$ cat config.mk
export PLATFORM = sky130hd
export DESIGN_NAME = gpio_in_debounce
export DESIGN_NICKNAME = d
export VERILOG_FILES = /design/src/rtl/gpio_in_debounce.sv
export SDC_FILE = /design/constraint.sdc
export NUM_CORES = 1
export LEC_CHECK = 0
export ABC_AREA = 0
export ABC_CLOCK_PERIOD_IN_PS = 2900
export CORE_UTILIZATION = 59
export DETAILED_ROUTE_END_ITERATION = 8
export GPL_ROUTABILITY_DRIVEN = 0
export PLACE_DENSITY = 0.87
export REMOVE_ABC_BUFFERS = 1
export SLEW_MARGIN = 30
export SYNTH_ARGS = -nofsm -noshare
export SYNTH_HDL_FRONTEND = slang
export SYNTH_SLANG_ARGS = --single-unit
$ cat constraint.sdc
create_clock -name SYSCLK_apb -period 2.9 [get_ports SYSCLK_apb]
set_clock_uncertainty 0.2 [all_clocks]
set_input_delay 0.58 -clock SYSCLK_apb [delete_from_list [all_inputs] [get_ports SYSCLK_apb]]
set_output_delay 0.58 -clock SYSCLK_apb [all_outputs]
set_load 0.03 [all_outputs]
$ cat src/rtl/gpio_in_debounce.sv
// Synchronise and debounce board inputs for CoreGPIO GPIO_IN.
// Each bit is debounced against prescaled ticks and reports rise/fall events.
module gpio_in_debounce #(
  parameter int IO_NUM      = 8,
  parameter int SYNC_STAGES = 2,
  parameter int CNT_WIDTH   = 4,
  parameter int PRESCALE    = 100
) (
  input  logic                 SYSCLK_apb,
  input  logic                 PRESETN,
  input  logic                 EN,
  input  logic [IO_NUM-1:0]    RAW_IN,
  input  logic [CNT_WIDTH-1:0] THRESH,
  output logic [IO_NUM-1:0]    GPIO_IN_DB,
  output logic [IO_NUM-1:0]    RISE,
  output logic [IO_NUM-1:0]    FALL,
  output logic                 TICK
);

  localparam int PW =
    (PRESCALE > 1) ? $clog2(PRESCALE) : 1;
  localparam logic [PW-1:0] PLAST =
    PW'(PRESCALE - 1);

  logic [SYNC_STAGES-1:0][IO_NUM-1:0] sync_q;
  logic [IO_NUM-1:0] sync;

  logic [PW-1:0] pcnt;
  logic          tick;

  logic [IO_NUM-1:0]                stable, stable_n;
  logic [IO_NUM-1:0][CNT_WIDTH-1:0] cnt, cnt_n;
  logic [IO_NUM-1:0]                rise_q, rise_n;
  logic [IO_NUM-1:0]                fall_q, fall_n;
  logic [CNT_WIDTH:0]               thr_eff;

  always_ff @(posedge SYSCLK_apb or negedge PRESETN) begin
    if (!PRESETN) begin
      sync_q <= '0;
    end else begin
      sync_q <= {sync_q[SYNC_STAGES-2:0], RAW_IN};
    end
  end

  assign sync = sync_q[SYNC_STAGES-1];

  assign tick = EN && (pcnt == PLAST);

  always_ff @(posedge SYSCLK_apb or negedge PRESETN) begin
    if (!PRESETN) begin
      pcnt <= '0;
    end else if (!EN || tick) begin
      pcnt <= '0;
    end else begin
      pcnt <= pcnt + 1'b1;
    end
  end

  // zero threshold behaves as one tick
  assign thr_eff = (THRESH == '0) ?
    (CNT_WIDTH+1)'(1) : {1'b0, THRESH};

  always_comb begin
    stable_n = stable;
    cnt_n    = cnt;
    for (int i = 0; i < IO_NUM; i++) begin
      if (!EN) begin
        cnt_n[i]    = '0;
        stable_n[i] = sync[i];
      end else if (sync[i] == stable[i]) begin
        cnt_n[i] = '0;
      end else if (tick) begin
        if (({1'b0, cnt[i]} + (CNT_WIDTH+1)'(1))
            >= thr_eff) begin
          stable_n[i] = sync[i];
          cnt_n[i]    = '0;
        end else begin
          cnt_n[i] = cnt[i] + 1'b1;
        end
      end
    end
    rise_n = stable_n & ~stable;
    fall_n = ~stable_n & stable;
  end

  always_ff @(posedge SYSCLK_apb or negedge PRESETN) begin
    if (!PRESETN) begin
      stable <= '0;
      cnt    <= '0;
      rise_q <= '0;
      fall_q <= '0;
    end else begin
      stable <= stable_n;
      cnt    <= cnt_n;
      rise_q <= rise_n;
      fall_q <= fall_n;
    end
  end

  assign GPIO_IN_DB = stable;
  assign RISE       = rise_q;
  assign FALL       = fall_q;
  assign TICK       = tick;

endmodule
# After elaboration in Yosys (flattened, before gate mapping)
# Cells that the tools add are included.
[totals] regBits=79 output_inout_bits=25 input_bits=15
[classes] mux=66 n_eq_ne=17 bitwise_logic=4 add_sub_neg=17 order_cmp=8 n_reduce_logical=4
[op_table] cell="2-to-1 mux 4 bit" count=33
[op_table] cell="adder 4 x 1 -> 5 bit, second input constant" count=8
[op_table] cell="greater-or-equal comparator 5 x 4 -> 1 bit" count=8
[op_table] cell="adder 4 x 1 -> 4 bit, second input constant" count=8
[op_table] cell="2-to-1 mux 1 bit" count=32
[op_table] cell="inequality test 3 x 1 -> 1 bit, second input constant" count=8
[op_table] cell="bitwise AND 8 bit" count=2
[op_table] cell="inverter 8 bit" count=2
[op_table] cell="equality test 1 bit" count=8
[op_table] cell="adder 7 x 1 -> 7 bit, second input constant" count=1
[op_table] cell="equality test 7 bit, second input constant" count=1
[op_table] cell="2-to-1 mux 7 bit" count=1
[op_table] cell="logical NOT 4 bit" count=1
[op_table] cell="logical AND 1 bit" count=1
[op_table] cell="logical NOT 1 bit" count=1
[op_table] cell="logical OR 1 bit" count=1

# Longest topological paths before layout
# Gate-level depths: netlist of the first run.
[logic_depth] depth_word=9 mapped_depth=9

# Least setup slack after synthesis of the first run
# Ideal clock, no wire load.
[synth_path] path_kind="input to register" from="input THRESH[3]" to="register cnt[13] in the netlist's numbering" path_slack_ns=0.019 t_arrival_ns=2.559 path_buffers=1 setup_time_ns=0.122 stages=9 cell_sequence="clkbuf_1 nor3_1 or2_2 ha_1 nand2b_1 a211oi_1 o31ai_1 a21oi_2 a32o_1"
[synth_via] elab_chain_cells=7
[synth_lines] element="from (decl)" line="13" source="input logic [CNT_WIDTH-1:0] THRESH,"
[synth_lines] element="logical NOT 4 bit" line="60" source="assign thr_eff = (THRESH == '0) ?"
[synth_lines] element="2-to-1 mux 4 bit (*)" line="60"
[synth_lines] element="greater-or-equal comparator 5 x 4 -> 1 bit (*)" line="74" source=">= thr_eff) begin"
[synth_lines] element="2-to-1 mux 4 bit (*)" line="73" source="if (({1'b0, cnt[i]} + (CNT_WIDTH+1)'(1))"
[synth_lines] element="2-to-1 mux 4 bit (*)" line="72" source="end else if (tick) begin"
[synth_lines] element="2-to-1 mux 4 bit (*)" line="70" source="end else if (sync[i] == stable[i]) begin"
[synth_lines] element="2-to-1 mux 4 bit (*)" line="67" source="if (!EN) begin"
[synth_lines] element="to (signal assigned)" line="94" source="cnt <= cnt_n;"
[synth_lines] element="to (decl)" line="32" source="logic [IO_NUM-1:0][CNT_WIDTH-1:0] cnt, cnt_n;"
# Every way passes the cells marked *; elsewhere a longest branch is shown, timed or not. The select of a mux whose other input is x is not followed.
# A chain may end at the register's enable or synchronous reset.

# Worst setup path in the final report of the first run
[layout_path] from="input THRESH[3]" to="register cnt[25] in the netlist's numbering"
# The elaborated chain is that of the path after synthesis.

==> summary.txt, run 1 <==
Clock tree
  • Hold_buf cts: 0
  • Clock sink count: 79
  • Num CTS Buffers: 9
  • CTS clk-pin slew, worst paths: 90 ps
  • CTS tree: done
  • CTS root buffer: clkbuf_8
  • CTS H-tree depth: 3
  • Clk_lat worst skew: roughly 370 ps
  • Max Root-Sink Buffers: 2
  • Post-CTS setup buffers: 0

Status
  • Failing checks: negative hold slack
  • Status: finished, violations left

Floorplanning
  • Core Area: between 8000 and 9000 µm²
  • Std cell rows: 33
  • Die ar.: between 8000 and 9000 µm²
  • Chip height: 93.9 µm
  • Initial Util: 0.610
  • Chip Width: 93.9 µm
  • I/O Pins: 40

Synthesis
  • Most frequent cell after synthesis: dfrtp_1
  • Simple-gate area share of the yosys netlist: 0.227
  • Cell taking the most area after synthesis: dfrtp_1
  • Mean Syn Cell Area: between 9 and 10 µm²
  • Dominant synthesized flop cell: dfrtp_1
  • #FFs+latches synth: 79
  • Yosys cell types: 46
  • Synthesized-area fraction occupied by adder cells: 0.0628
  • Mapped Area: 4980 µm²
  • EDFF count, synth: 0
  • Synth warn: 0
  • Largest cells by area after synthesis: dfrtp_1, ha_1, nor2_1
  • Complex-gate fraction of the synthesized area: 0.241
  • Seq/Total Area, Yosys: 0.397
  • XOR/XNOR Fraction of Synth Area: 0.0369
  • Multiplexer share of the synthesized area: 0
  • Ys async rst share: 1.00
  • Cell count after synthesis: 520
  • Top-area cell type share of the netlist area: 0.397
  • Synth top cells by count: dfrtp_1, nor2_1, nand2_1
  • Largest family of logic cells by synthesized area: compound AO/OA/AOI/OAI gates

STA
  • Worst hold slack: -15.9 ps
  • Fin crit share: 0.959
  • Final setup margin: 118 ps
  • Hold Vio Cnt, Final: 24
  • Finish-stage setup viols: 0
  • FMAX: ~0.36 GHz
  • Tmin final: 2780 ps
  • Slew Limit Headroom: 0.562
  • Slew @ Worst Pin: 650 ps
  • RSZ-0062 raised after global routing: false
  • Max Slew Vio Count: 0

Place
  • PortBufs: 39
  • Post-Place Worst Slack: -444 ps
  • Detailed placement HPWL: 8000 µm
  • Placed Area: approximately 5600 µm²

Layout
  • Final nets: 609
  • Final instance area: 5810 µm²
  • Ratio of cells with drive above 1 in the final layout: 0.152
  • N_diodes: 0
  • Layout Area Growth over Synthesis: 16.7%
  • Fillers: 586

Drt
  • Via count: 4,309
  • Initial DRC Count: 270
  • DR DRC count: 0
  • Vias per cell: ~6.3
  • DRT Wirelength: 11,500 µm
  • DR pass1 iterations: 6
  • WL/cell: around 17 µm
  • Routed Antenna Nets: 0

Setup path
  • Family with the most delay on the worst path: compound AO/OA/AOI/OAI gates
  • Worst r2r src: cnt[4]$_DFFE_PN0P_
  • Crit Path Class: input pin to flop
  • Worst-path cell chain: clkdlybuf4s50_1 -> nor3_1 -> or2_4 -> ha_1 -> nand2b_1 -> a211oi_1 -> o31ai_2 -> a21oi_2 -> a32o_1
  • Beginning of the critical path: THRESH[3]
  • CP Max Fanout: 8
  • Buf/Inv on CP: 1
  • Max incr delay on CP: 500 ps
  • Critical Path Stages: 9
  • Crit start category: input pin
  • Worst flop-to-flop path endpoint: cnt[5]$_DFFE_PN0P_
  • Data required, critical path: 3010 ps
  • Slowest-stage cell, CP: clkdlybuf4s50_1
  • R2R setup slack: around 490 ps
  • Crit end category: flop
  • Worst path arrival time: 2890 ps
  • R2R cell count: 6
  • Critical path capture point: cnt[25]$_DFFE_PN0P_

Flow run
  • Max Cap Viol: 0

Global routing
  • Initial antenna violation count: 0
  • Largest net degree at the start of global routing: 44
  • First-pass GRT wire length: 19,100 µm
  • Overall Global Routing Usage: 0.278
  • Vias in the first global route: 4,192
  • Remaining global-route overflow: 0

Power
  • Pleak: between 0.002 and 0.0025 µW
  • Total power: 2360 µW
  • VDD IR max: 267 µV
  • Power density over the cells: between 400 and 500 nW/µm²

Hold path
  • Worst min path class: input pin to async pin
[metal layers]
layer  global-route usage  part of all wire  up-vias
met5                    0                 0        -
met4                0.126             0.017        0
met3               0.0437             0.042       19
met2                0.490              0.52      135
met1                0.333              0.42     2099
li1                     -                 -     2056
[stage by stage]
stage           util  instances  TNS [ps]
3_5_place_dp   0.680        663    -17750
2_1_floorplan      -        501     -2150
6_report       0.711        679         0
5_1_grt        0.711        679         0
3_3_place_gp   0.680        663    -14290
4_1_cts        0.706        679         0
[final cells by class]
type	count	area, µm²	share of cell area
Clock inverter	7	63.8	0.0110
Multi-Input combinational cell	405	2900	0.498
Sequential cell	79	1980	0.340
Inverter	17	63.8	0.0110
Clock buffer	9	124	0.0213
Tap cell	105	131	0.0226
Timing Repair Buffer	57	558	0.0960
[logic make-up (layout without fill, tap and decap cells)]
logic type | count (synthesis) | in the layout
xor+xnor | 21 | 21
fa+ha+maj | 25 | 25
flops | 79 | 79
compound gates | 145 | 145
buf+inv | 36 | 90
simple gates | 214 | 214
[state kept, by name (all words and copies together), names as in the netlist]
register	count
GPIO_IN_DB	8
RISE	8
sync	8
cnt	32
pcnt	7
FALL	8
sync_q	8
[how the worst min path moves through the flow]
stage	end	slack, ps	cells past startpoint
2_1_floorplan	FALL[0]$_DFF_PN0_	80	0
3_3_place_gp	sync[0]$_DFF_PN0_	130	0
3_5_place_dp	sync[2]$_DFF_PN0_	130	0
4_1_cts	GPIO_IN_DB[1]$_DFF_PN0_	2	1
5_1_grt	GPIO_IN_DB[1]$_DFF_PN0_	20	1
6_report	GPIO_IN_DB[2]$_DFF_PN0_	-20	1
[timing repair]
item	CTS	global route
resized for setup	5	8
endpoints found under the setup margin	12	40
pin swaps	0	3
[report_power, final]
group / internal (µW) / total (µW) / switching (µW)
clock network: 330 / 801 / 471
registers: 1140 / 1170 / 30.6
logic: 153 / 382 / 229
total: 1620 / 2360 / 730
[placed cells by master, fill, tap and decap left out, types with 12 or more instances in the layout]
master | netlist | final
a22o_1 | 15 | 15
and2_1 | 14 | 14
and3_1 | 13 | 12
buf_4 | 0 | 17
clkdlybuf4s50_1 | 0 | 37
dfrtp_1 | 79 | 79
ha_1 | 25 | 25
inv_1 | 16 | 16
nand2_1 | 34 | 34
nand2b_1 | 18 | 18
nand3_1 | 19 | 19
nor2_1 | 53 | 53
nor2b_1 | 14 | 14
nor3_1 | 16 | 16
o21ai_0 | 16 | 16
[worst reg2reg max path: cells and delay by family (launching register included)]
kind / cells / cell delay (ps)
AOI/OAI and AO/OA: 4 / 910
adders and majority gates: 2 / 730
DFF: 1 / 460
(Power assumes the default switching activity.)
==> inputs of run 2 (changes only) <==
Settings changed: ABC_CLOCK_PERIOD_IN_PS 2900 to default.
==> results of run 2 <==
No change in the layout: final DEF, timing and power equal those of run 1.
==> inputs of run 3 (changes only) <==
Settings changed: CORE_ASPECT_RATIO from default to 1.2, CORE_UTILIZATION 59 to 53, PLACE_DENSITY 0.87 to 0.83.
Clock period 2.9 ns to 2.5 ns, I/O delays scaled along.
==> summary.txt, run 3 (synthesized netlist as in run 1, its figures left out) <==
Global routing
  • Vias in the first global route: around 4.3k
  • Routing usage on met3: 0.0380
  • Largest net degree at the start of global routing: 51
  • Met1 usage: 0.305
  • Overall Global Routing Usage: 0.257
  • First-pass GRT wire length: 20,000 µm
  • GRT busiest layer: met2
  • Remaining global-route overflow: 0
  • Initial antenna violation count: 0
  • Met2 GRT Util: 0.440

Drt
  • DR pass1 iterations: 4
  • DR DRC count: 0
  • Initial DRC Count: 253
  • Routed Antenna Nets: 0
  • Vias per cell: 6.30
  • DRT Wirelength: 12,800 µm
  • Via count: about 4.5k
  • WL/cell: approximately 18 µm

Layout
  • Commonest non-fill, non-tap cell in the layout: dfrtp_1
  • Multi-input gate area: 3210 µm²
  • Most flop-heavy register: cnt
  • Most frequent cells in the layout: dfrtp_1, nor2_1, buf_4, nand2_1, clkdlybuf4s50_1
  • Seq. cell area: 1980 µm²
  • Layout Area Growth over Synthesis: 27.7%
  • Ratio of cells with drive above 1 in the final layout: 0.220
  • Fillers: 621
  • Final nets: 630
  • Max reg flops: 32
  • Post-layout util: 0.701
  • N_diodes: 0

Setup path
  • Worst r2r src: cnt[8]$_DFFE_PN0P_
  • Crit start category: input pin
  • Slowest-stage cell, CP: a211oi_4
  • Max incr delay on CP: 300 ps
  • Worst-path cell chain: dlygate4sd2_1 -> nor3_1 -> or2_4 -> ha_1 -> nand2b_4 -> a211oi_4 -> o31ai_4 -> buf_4 -> a211o_1 -> nand3_1
  • Worst path arrival time: ~2600 ps
  • Data required, critical path: 2620 ps
  • Worst flop-to-flop path endpoint: cnt[10]$_DFFE_PN0P_
  • R2R cell count: 7
  • Crit end category: flop
  • Crit Path Class: input pin to flop
  • CP Max Fanout: 8
  • R2R setup slack: ~60 ps

Hold path
  • Worst Hold Launch: sync_q[7]$_DFF_PN0_
  • Worst Hold Depth: 0
  • Hold EP: sync[7]$_DFF_PN0_
  • Worst min path class: flop to flop

Power
  • Power density over the cells: 463 nW/µm²
  • Pleak: 0.00270 µW
  • VDD IR max: about 370 µV

Floorplanning
  • Core Area: 9080 µm²
  • Chip height: 108 µm
  • Chip Width: ~91 µm
  • Std cell rows: 38
  • Die ar.: 9800 µm²
  • I/O Pins: 40
  • Initial Util: 0.549

STA
  • Slew Limit Headroom: 0.507
  • Hold Vio Cnt, Final: 0
  • Tmin final: between 2000 and 3000 ps
  • FMAX: 0.399 GHz
  • Setup TNS: -10.7 ps
  • Slew @ Worst Pin: between 700 and 800 ps
  • RSZ-0062 raised after global routing: true
  • Final setup margin: -6.62 ps
  • Max Slew Vio Count: 0
  • Finish-stage setup viols: 2
  • Fin crit share: 1.00

Clock tree
  • Clock sink count: 79
  • Max Root-Sink Buffers: 2
  • CTS clk-pin slew, worst paths: 80 ps
  • Num CTS Buffers: 9
  • CTS H-tree depth: 3
  • CTS tree: done
  • Clk_lat worst skew: approximately 370 ps
  • CTS root buffer: clkbuf_8

Place
  • PortBufs: 39
  • Post-Place Worst Slack: -842 ps
  • Detailed placement HPWL: 7940 µm

Flow run
  • Max Cap Viol: 0

Status
  • Status: finished, violations left
  • Failing checks: negative setup slack
==> run 3: changes by cell type in the layout (fill, tap and decap cells not counted), sizes merged, moves of 2 or more <==
cell / change
clkdlybuf4s50: -3
bufinv: +2
clkinv: +3
dlygate4sd2: +2
inv: -4
buf: +20
clkinvlp: -2
==> run 3: report_power, final <==
| group | leakage [µW] | total, µW | switching [µW] | internal [µW] |
|---|---|---|---|---|
| Sequential | 0.00103 | 1360 | 37.9 | 1320 |
| Clock | 0.000116 | 1080 | 496 | 586 |
| Combinational | 0.00156 | 502 | 293 | 209 |
==> run 3: how the worst max path moves through the flow <==
stage | startpoint | end | slack (ps)
finish | THRESH[3] | GPIO_IN_DB[4]$_DFF_PN0_ | -7
global route | THRESH[0] | cnt[29]$_DFFE_PN0P_ | -60
detailed placement | THRESH[2] | cnt[13]$_DFFE_PN0P_ | -840
CTS | pcnt[3]$_DFF_PN0_ | TICK | 40
global placement | THRESH[2] | cnt[13]$_DFFE_PN0P_ | -770
floorplan | pcnt[3]$_DFF_PN0_ | TICK | -770
==> run 3: metrics by stage <==
step                      hold WS (ps)  area [µm²]  power (µW)  cells
after floorplan                   4.41        4870        1620    501
after global placement             132        5730        1810    695
after detailed placement           138        5730        1830    695
after CTS                          157        6130        2910    714
after global routing               161        6360        3050    715
final                              152        6360        2950    715
==> run 3: per-layer routing <==
| metal | wire [µm] | vias up |
|---|---|---|
| met5 | 0 | - |
| met1 | 5160 | 2216 |
| met2 | 6590 | 149 |
| li1 | - | 2090 |
| met4 | 536 | 0 |
| met3 | 546 | 51 |
==> run 3: area by class of cell <==
type / instances / area share
inverters: 17 / 0.0100
well taps: 120 / 0.0236
clock buffers: 10 / 0.0216
clock inverters: 6 / 0.0132
flip-flops and latches: 79 / 0.311
multi-input cells: 405 / 0.504
repair buffers: 78 / 0.116
==> run 3: critical path: cells and delay by family <==
kind            cells  cell delay [ps]
buf+inv             2              460
compound gates      3              690
simple gates        4              710
fa+ha+maj           1              260
==> run 3: what timing repair did <==
action | 4_1_cts | 5_1_grt
hold buffers | 1 | 0
pin swaps | 20 | 13
gates cloned | 0 | 0
endpoints found under the hold margin | 33 | 0
resized for setup | 29 | 34
setup buffers | 2 | 1
endpoints found under the setup margin | 56 | 41
